## config.mk

```make
export PLATFORM = sky130hd
export DESIGN_NAME = ram_bus_arbiter
export DESIGN_NICKNAME = d
export VERILOG_FILES = /design/src/rtl/soc_mem_pkg.sv /design/src/rtl/rsp_tag_pipe.sv /design/src/rtl/ram_bus_arbiter.sv
export SDC_FILE = /design/constraint.sdc
export NUM_CORES = 1
export LEC_CHECK = 0
export CELL_PAD_IN_SITES_DETAIL_PLACEMENT = 0
export CELL_PAD_IN_SITES_GLOBAL_PLACEMENT = 1
export CORE_MARGIN = 2
export CORE_UTILIZATION = 11
export CTS_CLUSTER_SIZE = 20
export DETAILED_ROUTE_END_ITERATION = 16
export PLACE_DENSITY = 0.94
export SETUP_SLACK_MARGIN = 0.4
export SLEW_MARGIN = 20
export SYNTH_ARGS = -nofsm -noshare
export SYNTH_HDL_FRONTEND = slang
export SYNTH_HIERARCHICAL = 1
export SYNTH_SLANG_ARGS = --single-unit
```

## constraint.sdc

```tcl
create_clock -name clk -period 3.06 [get_ports clk]
set_clock_uncertainty 0.1 [all_clocks]
set_input_delay 0.612 -clock clk [delete_from_list [all_inputs] [get_ports clk]]
set_output_delay 0.612 -clock clk [all_outputs]
set_load 0.03 [all_outputs]
```

## src/rtl/soc_mem_pkg.sv

```systemverilog
// Shared types for the code/data RAM arbiter: bus ownership and the response tag
// that travels alongside each access through the fixed memory read latency.
package soc_mem_pkg;

  typedef enum logic {
    OWNER_DATA  = 1'b0,
    OWNER_INSTR = 1'b1
  } bus_owner_t;

  typedef struct packed {
    logic       valid;
    bus_owner_t owner;
    logic       err;
    logic       we;
  } rsp_tag_t;

  localparam int WORD_BYTES = 4;

endpackage

```

## src/rtl/rsp_tag_pipe.sv

```systemverilog
// Response tag delay line, DEPTH cycles from tag_in to tag_out; never stalls.
// Reset clears every stage so in-flight accesses produce no response.
module rsp_tag_pipe
  import soc_mem_pkg::*;
#(
  parameter int DEPTH = 1
) (
  input  logic     clk,
  input  logic     rst_n,
  input  rsp_tag_t tag_in,
  output rsp_tag_t tag_out
);

  rsp_tag_t stage_q [DEPTH];
  rsp_tag_t stage_d [DEPTH];

  always_comb begin
    stage_d[0] = tag_in;
    for (int i = 1; i < DEPTH; i++) begin
      stage_d[i] = stage_q[i-1];
    end
  end

  always_ff @(posedge clk or negedge rst_n) begin
    if (!rst_n) begin
      for (int i = 0; i < DEPTH; i++) begin
        stage_q[i] <= '0;
      end
    end else begin
      stage_q <= stage_d;
    end
  end

  assign tag_out = stage_q[DEPTH-1];

endmodule

```

## src/rtl/ram_bus_arbiter.sv

```systemverilog
// Round-robin share of one single-port SRAM between Ibex data and instr buses.
// Same-cycle grant, one access per cycle; response MEM_LATENCY cycles after gnt.
module ram_bus_arbiter
  import soc_mem_pkg::*;
#(
  parameter int  MEM_SIZE    = 16384,
  parameter int  MEM_LATENCY = 1,
  localparam int ADDR_W      = $clog2(MEM_SIZE) - 2
) (
  input  logic              clk,
  input  logic              rst_n,
  input  logic              data_req,
  output logic              data_gnt,
  input  logic [31:0]       data_addr,
  input  logic              data_we,
  input  logic [3:0]        data_be,
  input  logic [31:0]       data_wdata,
  output logic              data_rvalid,
  output logic [31:0]       data_rdata,
  output logic              data_err,
  input  logic              instr_req,
  output logic              instr_gnt,
  input  logic [31:0]       instr_addr,
  output logic              instr_rvalid,
  output logic [31:0]       instr_rdata,
  output logic              instr_err,
  output logic              mem_req,
  output logic              mem_we,
  output logic [3:0]        mem_be,
  output logic [ADDR_W-1:0] mem_addr,
  output logic [31:0]       mem_wdata,
  input  logic [31:0]       mem_rdata
);

  localparam int OFS = $clog2(WORD_BYTES);

  bus_owner_t last_owner_q, last_owner_d;
  rsp_tag_t   tag_in, tag_out;
  logic       data_oor, instr_oor;
  logic [31:0] rsp_rdata;
  logic       unused_addr_lsbs;

  assign unused_addr_lsbs = ^{data_addr[OFS-1:0], instr_addr[OFS-1:0]};

  // Anything above the macro's word range is granted but answered with err.
  assign data_oor  = |data_addr[31:ADDR_W+OFS];
  assign instr_oor = |instr_addr[31:ADDR_W+OFS];

  always_comb begin
    data_gnt     = rst_n & data_req & (~instr_req | (last_owner_q == OWNER_INSTR));
    instr_gnt    = rst_n & instr_req & ~data_gnt;
    last_owner_d = last_owner_q;
    tag_in       = '0;
    mem_req      = 1'b0;
    mem_we       = 1'b0;
    mem_be       = 4'h0;
    mem_addr     = '0;
    mem_wdata    = '0;
    if (data_gnt) begin
      last_owner_d = OWNER_DATA;
      tag_in       = '{valid: 1'b1, owner: OWNER_DATA, err: data_oor, we: data_we};
      if (!data_oor) begin
        mem_req   = 1'b1;
        mem_we    = data_we;
        mem_be    = data_be;
        mem_addr  = data_addr[ADDR_W+OFS-1:OFS];
        mem_wdata = data_wdata;
      end
    end else if (instr_gnt) begin
      last_owner_d = OWNER_INSTR;
      tag_in       = '{valid: 1'b1, owner: OWNER_INSTR, err: instr_oor, we: 1'b0};
      if (!instr_oor) begin
        mem_req  = 1'b1;
        mem_be   = 4'hF;
        mem_addr = instr_addr[ADDR_W+OFS-1:OFS];
      end
    end
  end

  always_ff @(posedge clk or negedge rst_n) begin
    if (!rst_n) begin
      last_owner_q <= OWNER_INSTR;
    end else begin
      last_owner_q <= last_owner_d;
    end
  end

  rsp_tag_pipe #(
    .DEPTH (MEM_LATENCY)
  ) u_rsp_tag_pipe (
    .clk     (clk),
    .rst_n   (rst_n),
    .tag_in  (tag_in),
    .tag_out (tag_out)
  );

  // Writes and errored accesses return zero data rather than whatever the macro drives.
  always_comb begin
    rsp_rdata    = (tag_out.err | tag_out.we) ? 32'h0 : mem_rdata;
    data_rvalid  = tag_out.valid & (tag_out.owner == OWNER_DATA);
    instr_rvalid = tag_out.valid & (tag_out.owner == OWNER_INSTR);
    data_rdata   = data_rvalid  ? rsp_rdata : 32'h0;
    instr_rdata  = instr_rvalid ? rsp_rdata : 32'h0;
    data_err     = data_rvalid  & tag_out.err;
    instr_err    = instr_rvalid & tag_out.err;
  end

endmodule

```

# == Word level (Yosys, flattened, before mapping) ==
# Cells that the tools add are included.
# totals
ff_bits,5
input_bits,137
out_inout_bits,120
word_cells,44
# op_classes
n_mux,23
n_bitwise,13
n_reduce_logical,3
# op_table
op,n
two-way mux 32 bit,5
two-way mux 12 bit,4
OR reduction 18 bit,2
two-way mux 4 bit,6
AND 1 bit,8
two-way mux 1 bit,8
inverter 1 bit,3
OR 1 bit,2
nonzero test 2 bit,1

# == Logic depth before layout (Yosys ltp) ==
# Gate-level depths: netlist of the first run.
# depth
ltp_word,7
depth_mapped,6
depth_no_buf,5

# == Cells and area by module ==
# The synthesis of the first run kept the hierarchy.
# by_module_without_submodules
module,n_inst,cells_per_inst,area_each_um2,seq_area_each_um2
ram_bus_arbiter,1,190,1181.1,26.3
rsp_tag_pipe,1,4,100.1,100.1

# == Worst setup path before layout of the first run ==
# Ideal clock, no wire load.
# synth_timing
path_kind,input -> output
start,input port instr_addr[17]
end,output port mem_be[0]
t_arrival_ps,2124
required_time_ps,2348
path_slack_ps,224
path_stages,5
n_path_buf,1
cell_sequence,or4_4 nor3_4 nand4_4 buf_6 o22ai_1
# synth_between
elab_chain_cells,4
# synth_lines
element,line_no,rtl
"start, declared",ram_bus_arbiter.sv:23,"input logic [31:0] instr_addr,"
OR reduction 18 bit,ram_bus_arbiter.sv:47,assign instr_oor = |instr_addr[31:ADDR_W+OFS];
two-way mux 4 bit,ram_bus_arbiter.sv:72,if (!instr_oor) begin
two-way mux 4 bit,ram_bus_arbiter.sv:69,end else if (instr_gnt) begin
two-way mux 4 bit,ram_bus_arbiter.sv:59,if (data_gnt) begin
"end, declared",ram_bus_arbiter.sv:29,"output logic [3:0] mem_be,"
# Every way passes these cells.

# == Final worst setup path of the first run ==
# layout_timing
start,input port instr_addr[22]
end,output port mem_be[2]
# The elaborated chain is that of the path after synthesis.

==> impl_metrics.yaml, run 1 <==
run_status:
  run_status: "complete, no violations"
layout:
  antennaDiodeCount: 0
  drive_above_1_share_pct: 38.9
  final_common_cell: "clkdlybuf4s50_1"
  area_delta_synth_final_pct: 277
  fillerInstances: 1097
  finish.net_count: 614
  register_area_um2: 126
  multi_input_area_mm2: 0.00146
  layout_common_cells: "clkdlybuf4s50_1, and2_1, dlygate4sd2_1, buf_6, and2_4"
  layout.cells.non_filler: 619
flow_run:
  cap_viol_max_count: 0
floorplan:
  floorplan.initialDensity_pct: 11.3
  die_y_um: 112
  io_pins: 257
  floorplan.die.width_um: 112
  floorplan.die_area_mm2: 0.0125
  rows: 39
  coreArea_mm2: 0.0114
sta:
  finalWorstPathRequiredPeriod_ns: 2.86
  tightest_slew_ns: 0.342
  finalSetupViolCount: 0
  fin_tns_setup_ns: 0
  hold_ws_ns: 0.224
  finalHoldViolations: 0
  timing.fmax_mhz: 350
  grt_setup_unrepaired: "yes"
  timing.final.crit_share_pct: 93.4
  final_max_slew_viol_count: 0
  maxSlewHeadroom_pct: 77.1
logic_synthesis:
  post_synth_simple_gate_area_pct: 70.1
  post_synth_fa_ha_maj_area_fraction_pct: 0
  post_synth_inst_count: 194
  synth_compound_gate_area_share_pct: 14.1
  synth-seq-area-share_pct: 9.86
  yosys.cell_types.count: 27
  yosys_warnings: 6
  synth.cell_area_mm2: 0.00128
  synth_top_family_by_area: "simple AND/OR/NAND/NOR gates"
  synth.avg_cell_area_um2: 6.60
  synthMuxAreaShare_pct: 0
  yosys_reg_bits: 5
  synth.net_count: 331
  yosys.area_share.xor_xnor_pct: 0
detailed_routing:
  detailedRoute.firstIterationViolations: 49
  viasPerCell: 4.01
  drt-wirelength-per-cell_um: 14.3
  wl_mm: 8.83
  drt_pre_antenna_iters: 4
  drc_errors: 0
  detail-route-antenna-nets: 0
  route.vias.total: 2485
worst_setup_path:
  timing.critical_path.from: "instr_addr[22]"
  critPathMaxStageDelay_ns: 0.45
  critPathCaptureType: "output pin"
  start_kind: "input port"
  critPathKind: "in2out"
  count_of_buffering_cells_on_the_critical_path_with_inverters_included: 3
  cpLargestDelayFamily: "buffers and inverters"
  worstPathMaxFanout: 5
  timing.rr.start: "last_owner_q"
  required_ns: 2.35
  cp_data_arrival_time_ns: 2.15
  cp_cell_sequence: "clkdlybuf4s50_1 > nor4_4 > nand4_4 > clkbuf_16 > o22ai_4 > buf_6"
  critical-path-slowest-cell: "clkdlybuf4s50_1"
global_route:
  grt_max_degree: 33
  grt_pass1_wl_mm: 12.7
  globalRoute.totalOverflow: 0
  first_global_vias: 2564
  global_route_usage_over_all_layers_pct: 12.4
  grt_antenna_before_repair: 1
power:
  power.clock.fraction_pct: 30.9
  power_frac_comb_pct: 57.4
  leakagePower_nw: 2.27
  pwr_density_cell_mw_per_mm2: 143
  swShare_pct: 32.8
  cell_internal_pwr_w: 0.000466
  power.net_switching_w: 0.000228
  irDropWorstVdd_mv: 0.133
  power_w: 0.000694
  seq_power_share_pct: 11.6
placement:
  place_congestion: 0.785
  post-dp-hpwl_mm: 6.34
  port_buffers: 252
  post-place-cells: 587
clock_network:
  cts.reportedPaths.clkPinSlew_ns: 0.03
  worst_skew_pair.late_latency_ns: 0.23
  clk_root_buffer_cell: "clkbuf_16"
  clock_tree_from_tritoncts: "built"
  cts_num_sinks: 5
  cts_inserted_buffers: 3
  clk_path_buf_depth: 2
  htree_levels: 1
min_path:
  min-delay-path-class: "in2async"
metrics by stage:
step                cell area, um^2  utilization (%)  setup WS, ns
floorplan                      1310                -         0.296
global placement               3960             34.8       -0.0257
detailed placement             3960             34.8       -0.0642
CTS                            4670             41.1         0.147
global route                   4840             42.5         0.148
finish                         4840             42.5         0.202
final cells by class:
cell class                 count  share of cell area [%]
clock buffer                   4                    1.63
sequential                     5                    2.61
tap                          143                    3.70
timing repair buffer         292                    61.6
inverter                       3                   0.310
multi-input combinational    172                    30.2
power by group through the flow:
stage / sequential [W] / combinational [W] / clock (W)
4_1_cts: 0.0000809 / 0.000393 / 0.000219
5_1_grt: 0.0000823 / 0.000424 / 0.000223
2_1_floorplan: 0.0000793 / 0.000133 / 0
3_3_place_gp: 0.0000808 / 0.000387 / 0
6_report: 0.0000808 / 0.000399 / 0.000215
3_5_place_dp: 0.0000812 / 0.000393 / 0
Yosys cell counts, drive strengths merged:
library cell  count  area share [%]
a21o              2             1.2
a22o              1            0.68
and2            100              49
and3              1            0.49
buf               5             2.4
clkbuf            9             2.6
clkinv            1            0.29
dfrtp             4             7.8
dfstp             1             2.1
inv               2            0.59
nand2            32             9.4
nand3             1            0.39
nand4             1             1.7
nor2              1            0.29
nor2b             1            0.49
nor3              2             1.7
nor3b             2             1.2
nor4              7             4.4
o21a              1            0.59
o21ai             1            0.39
o22ai            17              11
or2               1            0.49
or4               1            0.88
final timing paths:
kind / end / slack, ns / cells past startpoint
max in group asynchronous: last_owner_q / 2.44 / 2
min reg2reg: last_owner_q / 0.41 / 2
min: u_rsp_tag_pipe/tag_out[1] / 0.22 / 2
max reg2reg: u_rsp_tag_pipe/tag_out[1] / 1.41 / 4
min in group clk: last_owner_q / 0.41 / 2
max: mem_be[2] / 0.20 / 6
registers in the layout (all words and copies together) (netlist names):
name and flops:
last_owner_q 1, u_rsp_tag_pipe/tag_out 4
cell families (layout without fill, tap and decap cells):
kind of cell	Yosys count	after routing
AND/OR/NAND/NOR	150	150
AO/OA/AOI/OAI	22	22
buffers and inverters	17	299
flip-flops	5	5
per-layer routing:
metal	vias to the layer above	GRT usage, %	wire [um]	share of wire [%]
met5	-	0	11	0.12
met4	2	2.63	170	1.9
li1	1207	-	-	-
met3	17	2.61	866	9.8
met2	162	25.3	4770	54
met1	1097	12.9	3010	34
what timing repair did:
item	in CTS	in global routing
setup endpoints to repair	116	61
buffers inserted	19	1
resized for setup	225	58
hold buffers	0	0
gates cloned	7	1
pin swaps	32	26
(Power assumes the default switching activity.)
==> run 2: changes to the inputs <==
--- a/config.mk
+++ b/config.mk
@@ -11,6 +11,7 @@
 export CORE_UTILIZATION = 11
 export CTS_CLUSTER_SIZE = 20
 export DETAILED_ROUTE_END_ITERATION = 16
+export MAX_ROUTING_LAYER = met4
 export PLACE_DENSITY = 0.94
 export SETUP_SLACK_MARGIN = 0.4
 export SLEW_MARGIN = 20
==> run 2 against run 1 <==
Die area stayed put. Maximum frequency about the same. Final area about the same. Sequential cell count is the same. Sequential power hardly changed. Sequential share of layout area about the same. Power decreased by 0.15%.
==> impl_metrics.yaml, run 2 (synthesized netlist as in run 1, its figures left out) <==
run_status:
  run_status: "complete, no violations"
detailed_routing:
  viasPerCell: 4.00
  route.vias.total: 2481
  drt-wirelength-per-cell_um: 14.2
  drt_pre_antenna_iters: 4
  detailedRoute.firstIterationViolations: 42
  drc_errors: 0
  detail-route-antenna-nets: 0
  wl_mm: 8.83
worst_setup_path:
  worstRegToRegCells: 4
  critical-path-slowest-cell: "clkdlybuf4s50_1"
  critPathCaptureType: "output pin"
  worstReg2RegEnd: "u_rsp_tag_pipe/tag_out[1]"
  timing.rr.start: "last_owner_q"
  required_ns: 2.35
  timing.critical_path.from: "instr_addr[22]"
  reg2reg_slack_ns: 1.41
  cpLargestDelayFamily: "buffers and inverters"
  count_of_buffering_cells_on_the_critical_path_with_inverters_included: 3
  start_kind: "input port"
  cp_data_arrival_time_ns: 2.15
  critPathKind: "in2out"
  critPathMaxStageDelay_ns: 0.45
  cp_cell_sequence: "clkdlybuf4s50_1 > nor4_4 > nand4_4 > clkbuf_16 > o22ai_4 > buf_6"
  worstPathMaxFanout: 5
placement:
  post-dp-hpwl_mm: 6.34
  post_dp_cell_area_mm2: 0.00396
  port_buffers: 252
  place_congestion: 0.796
  place_ws_ns: -0.0642
flow_run:
  cap_viol_max_count: 0
floorplan:
  coreArea_mm2: 0.0114
  rows: 39
  io_pins: 257
  die_y_um: 112
  floorplan.die.width_um: 112
  floorplan.initialDensity_pct: 11.3
  floorplan.die_area_mm2: 0.0125
layout:
  fillerInstances: 1097
  largest_register_ff_count: 4
  final_design_area_no_fill_mm2: 0.00484
  register_area_um2: 126
  final_common_cell: "clkdlybuf4s50_1"
  utilization_pct: 42.6
  finish.net_count: 614
  area_delta_synth_final_pct: 278
  layout_common_cells: "clkdlybuf4s50_1, and2_1, dlygate4sd2_1, buf_6, and2_4"
  drive_above_1_share_pct: 38.9
  multi_input_area_mm2: 0.00146
global_route:
  globalRoute.totalOverflow: 0
  grt_max_degree: 33
  first_global_vias: 2560
  global_route_usage_over_all_layers_pct: 12.8
  grt_pass1_wl_mm: 12.7
  grt_antenna_before_repair: 1
power:
  leakagePower_nw: 2.27
  pwr_density_cell_mw_per_mm2: 143
  irDropWorstVdd_mv: 0.131
sta:
  maxSlewHeadroom_pct: 77.1
  fin_tns_setup_ns: 0
  finalSetupViolCount: 0
  setup_ws_final_ns: 0.202
  timing.final.crit_share_pct: 93.4
  final_max_slew_viol_count: 0
  finalWorstPathRequiredPeriod_ns: 2.86
  hold_ws_ns: 0.223
  tightest_slew_ns: 0.342
  finalHoldViolations: 0
  timing.fmax_mhz: 350
  grt_setup_unrepaired: "yes"
clock_network:
  worst_skew_pair.late_latency_ns: 0.23
  cts_hold_buffers: 0
  cts.reportedPaths.clkPinSlew_ns: 0.03
  htree_levels: 1
  cts_inserted_buffers: 3
  clk_root_buffer_cell: "clkbuf_16"
  clock_tree_from_tritoncts: "built"
  cts_num_sinks: 5
  clk_path_buf_depth: 2
min_path:
  min-delay-path-class: "in2async"
-- run 2: per-layer routing --
metal	vias to the layer above	wire, um	GRT usage, %
met1	1090	3040	13.1
met3	14	847	2.34
met4	0	153	2.63
met5	-	0	-
met2	167	4790	25.3
li1	1210	-	-
-- run 2: cell type report --
cell class	instances	share of cell area, %
antenna	1	0.0517
clock buffer	4	1.63
inverter	3	0.310
multi-input combinational	172	30.2
sequential	5	2.61
tap	143	3.70
timing repair buffer	292	61.5
-- run 2: repair_timing --
action | in CTS | in global routing
gates cloned | 7 | 1
endpoints found under the setup margin | 116 | 61
buffers inserted | 19 | 1
pin swaps | 32 | 26
resized for setup | 225 | 58
-- run 2: worst max-delay path by stage --
stage	end	slack [ns]	depth (start not counted)
final	mem_be[2]	0.20	6
after global routing	mem_addr[10]	0.15	6
after CTS	mem_addr[8]	0.15	7
after detailed placement	mem_addr[6]	-0.06	7
after global placement	mem_addr[10]	-0.03	7
after floorplan	mem_addr[1]	0.30	6
-- run 2: metrics by stage --
stage,total power (W),std cells
after floorplan,0.000212,194
final,0.000693,620
after CTS,0.000693,617
after global placement,0.000467,587
after detailed placement,0.000474,587
after global routing,0.000729,620
-- run 2: power breakdown --
group	switching [W]	leakage, nW	internal [W]
registers	0.00000582	0.0620	0.0000750
clock network	0.0000412	0.0382	0.000172
logic	0.000180	2.17	0.000218
total	0.000227	2.27	0.000466
==> run 3: changes to the inputs <==
--- a/config.mk
+++ b/config.mk
@@ -5,6 +5,7 @@
 export SDC_FILE = /design/constraint.sdc
 export NUM_CORES = 1
 export LEC_CHECK = 0
+export CAP_MARGIN = 20
 export CELL_PAD_IN_SITES_DETAIL_PLACEMENT = 0
 export CELL_PAD_IN_SITES_GLOBAL_PLACEMENT = 1
 export CORE_MARGIN = 2
@@ -13,6 +14,7 @@
 export DETAILED_ROUTE_END_ITERATION = 16
 export MAX_ROUTING_LAYER = met4
 export PLACE_DENSITY = 0.94
+export REMOVE_ABC_BUFFERS = 1
 export SETUP_SLACK_MARGIN = 0.4
 export SLEW_MARGIN = 20
 export SYNTH_ARGS = -nofsm -noshare
==> run 3 against run 2 <==
Sequential cell count stayed put. Die area stayed put. Register-to-register slack better by 0.18 ns. Clock power hardly changed. Via count is 1.3% lower. Critical path depth is 2 higher. Hold slack better by 0.017 ns. Non-clock buffer count is 13 lower. Core utilization is 1.4 points lower. Maximum frequency is 2.9% lower. Count of clock-buffer cells in the layout stayed put. Final area is 3.3% lower.
==> impl_metrics.yaml, run 3 (synthesized netlist as in run 1, its figures left out) <==
layout:
  fillerInstances: 1141
  area_delta_synth_final_pct: 265
  drive_above_1_share_pct: 35.2
  utilization_pct: 41.1
  finish.net_count: 601
  layout_common_cells: "clkdlybuf4s50_1, dlygate4sd2_1, and2_1, buf_6, and2_4"
  largest_register_ff_count: 4
  final_design_area_no_fill_mm2: 0.00468
  antennaDiodeCount: 0
  final_common_cell: "clkdlybuf4s50_1"
worst_setup_path:
  reg2reg_slack_ns: 1.59
  critical-path-slowest-cell: "or4_4"
  cp_data_arrival_time_ns: 2.23
  worst_setup_path_endpoint: "mem_addr[5]"
  worstReg2RegEnd: "u_rsp_tag_pipe/tag_out[0]"
  cpLargestDelayFamily: "simple AND/OR/NAND/NOR gates"
  worstRegToRegCells: 5
  timing.critical_path.from: "instr_addr[17]"
  required_ns: 2.35
  start_kind: "input port"
  critPathMostFrequentCell: "buf_6"
  critPathCaptureType: "output pin"
  worstPathMaxFanout: 5
  cp_cell_sequence: "buf_6 > or4_4 > nor3_4 > nand4_4 > buf_6 > buf_12 > o22ai_4 > buf_6"
  timing.critical_path.depth: 8
  count_of_buffering_cells_on_the_critical_path_with_inverters_included: 4
  critPathMaxStageDelay_ns: 0.53
  timing.rr.start: "last_owner_q"
  critPathKind: "in2out"
detailed_routing:
  wl_mm: 8.80
  drc_errors: 0
  drt_pre_antenna_iters: 6
  detail-route-antenna-nets: 0
  detailedRoute.firstIterationViolations: 89
  viasPerCell: 4.04
  route.vias.total: 2449
  drt-wirelength-per-cell_um: 14.5
clock_network:
  cts.reportedPaths.clkPinSlew_ns: 0.03
  clk_root_buffer_cell: "clkbuf_16"
  clock_tree_from_tritoncts: "built"
  htree_levels: 1
  cts_inserted_buffers: 3
  cts_num_sinks: 5
  worst_skew_pair.late_latency_ns: 0.22
  clk_path_buf_depth: 2
global_route:
  grt_pass1_wl_mm: 12.9
  met2_demand_to_capacity_share_in_global_routing_pct: 25.1
  globalRoute.totalOverflow: 0
  grt_max_degree: 33
  first_global_vias: 2529
  globalRouteMet3Util_pct: 2.50
  grt_antenna_before_repair: 0
  global_route_usage_over_all_layers_pct: 13.1
  grt-busiest-layer: "met2"
  grt_util_met1_pct: 13.9
placement:
  place_congestion: 0.821
  post-dp-hpwl_mm: 6.58
  post_dp_cell_area_mm2: 0.00395
  port_buffers: 252
floorplan:
  floorplan.die.width_um: 112
  coreArea_mm2: 0.0114
  floorplan.initialDensity_pct: 11.3
  die_y_um: 112
  rows: 39
  floorplan.die_area_mm2: 0.0125
  io_pins: 257
sta:
  tightest_slew_ns: 0.353
  finalSetupViolCount: 0
  maxSlewHeadroom_pct: 76.6
  finalWorstPathRequiredPeriod_ns: 2.94
  grt_setup_unrepaired: "yes"
  finalHoldViolations: 0
  timing.final.crit_share_pct: 96.2
  timing.fmax_mhz: 340
  final_max_slew_viol_count: 0
  hold_ws_ns: 0.240
run_status:
  run_status: "complete, no violations"
power:
  pwr_density_cell_mw_per_mm2: 145
  leakagePower_nw: 2.20
  irDropWorstVdd_mv: 0.221
flow_run:
  cap_viol_max_count: 0
min_path:
  min-delay-path-class: "in2async"
run 3: layout make-up:
| type | instances | area [um^2] | share of cell area [%] |
|---|---|---|---|
| inverter | 3 | 12.5 | 0.268 |
| clock buffer | 4 | 78.8 | 1.69 |
| multi-input combinational | 172 | 1390 | 29.7 |
| sequential | 5 | 126 | 2.70 |
| timing repair buffer | 279 | 2890 | 61.8 |
| tap | 143 | 179 | 3.83 |
run 3: repair_timing:
| action | in CTS | in global routing |
|---|---|---|
| endpoints found under the setup margin | 116 | 50 |
| resized for setup | 228 | 46 |
| buffers inserted | 5 | 3 |
| hold buffers | 0 | 0 |
| pin swaps | 22 | 17 |
| gates cloned | 7 | 1 |
run 3: power by group:
group | switching (W) | internal [W]
clock | 0.0000393 | 0.000172
combinational | 0.000173 | 0.000212
sequential | 0.00000661 | 0.0000750
run 3: worst register-to-register path, stage by stage, from the launching register on:
cell	delay [ns]
dfstp_2	0.55
inv_1	0.06
a21o_4	0.24
clkinv_2	0.08
buf_2	0.18
and2_1	0.18
run 3: how the worst min path moves through the flow:
| stage | start | endpoint | slack, ns |
|---|---|---|---|
| 4_1_cts | rst_n | u_rsp_tag_pipe/tag_out[1] | 0.38 |
| 3_3_place_gp | last_owner_q | last_owner_q | 0.39 |
| 3_5_place_dp | last_owner_q | last_owner_q | 0.40 |
| 6_report | rst_n | u_rsp_tag_pipe/tag_out[1] | 0.24 |
| 5_1_grt | rst_n | u_rsp_tag_pipe/tag_out[1] | 0.25 |
| 2_1_floorplan | rst_n | u_rsp_tag_pipe/tag_out[0] | 0.22 |
run 3: per-layer routing:
layer	vias to the layer above	wire length [um]
li1	1178	-
met2	162	4740
met4	0	110
met3	10	790
met5	-	0
met1	1099	3170
run 3: stage by stage:
stage | worst slack [ns] | std cells | TNS (ns) | power, W
6_report | 0.116 | 606 | 0 | 0.000679
3_3_place_gp | -0.0750 | 586 | -0.183 | 0.000469
5_1_grt | 0.0685 | 606 | 0 | 0.000714
4_1_cts | 0.111 | 602 | 0 | 0.000681
2_1_floorplan | -0.189 | 180 | -12.19 | 0.000208
3_5_place_dp | -0.0662 | 586 | -0.197 | 0.000476
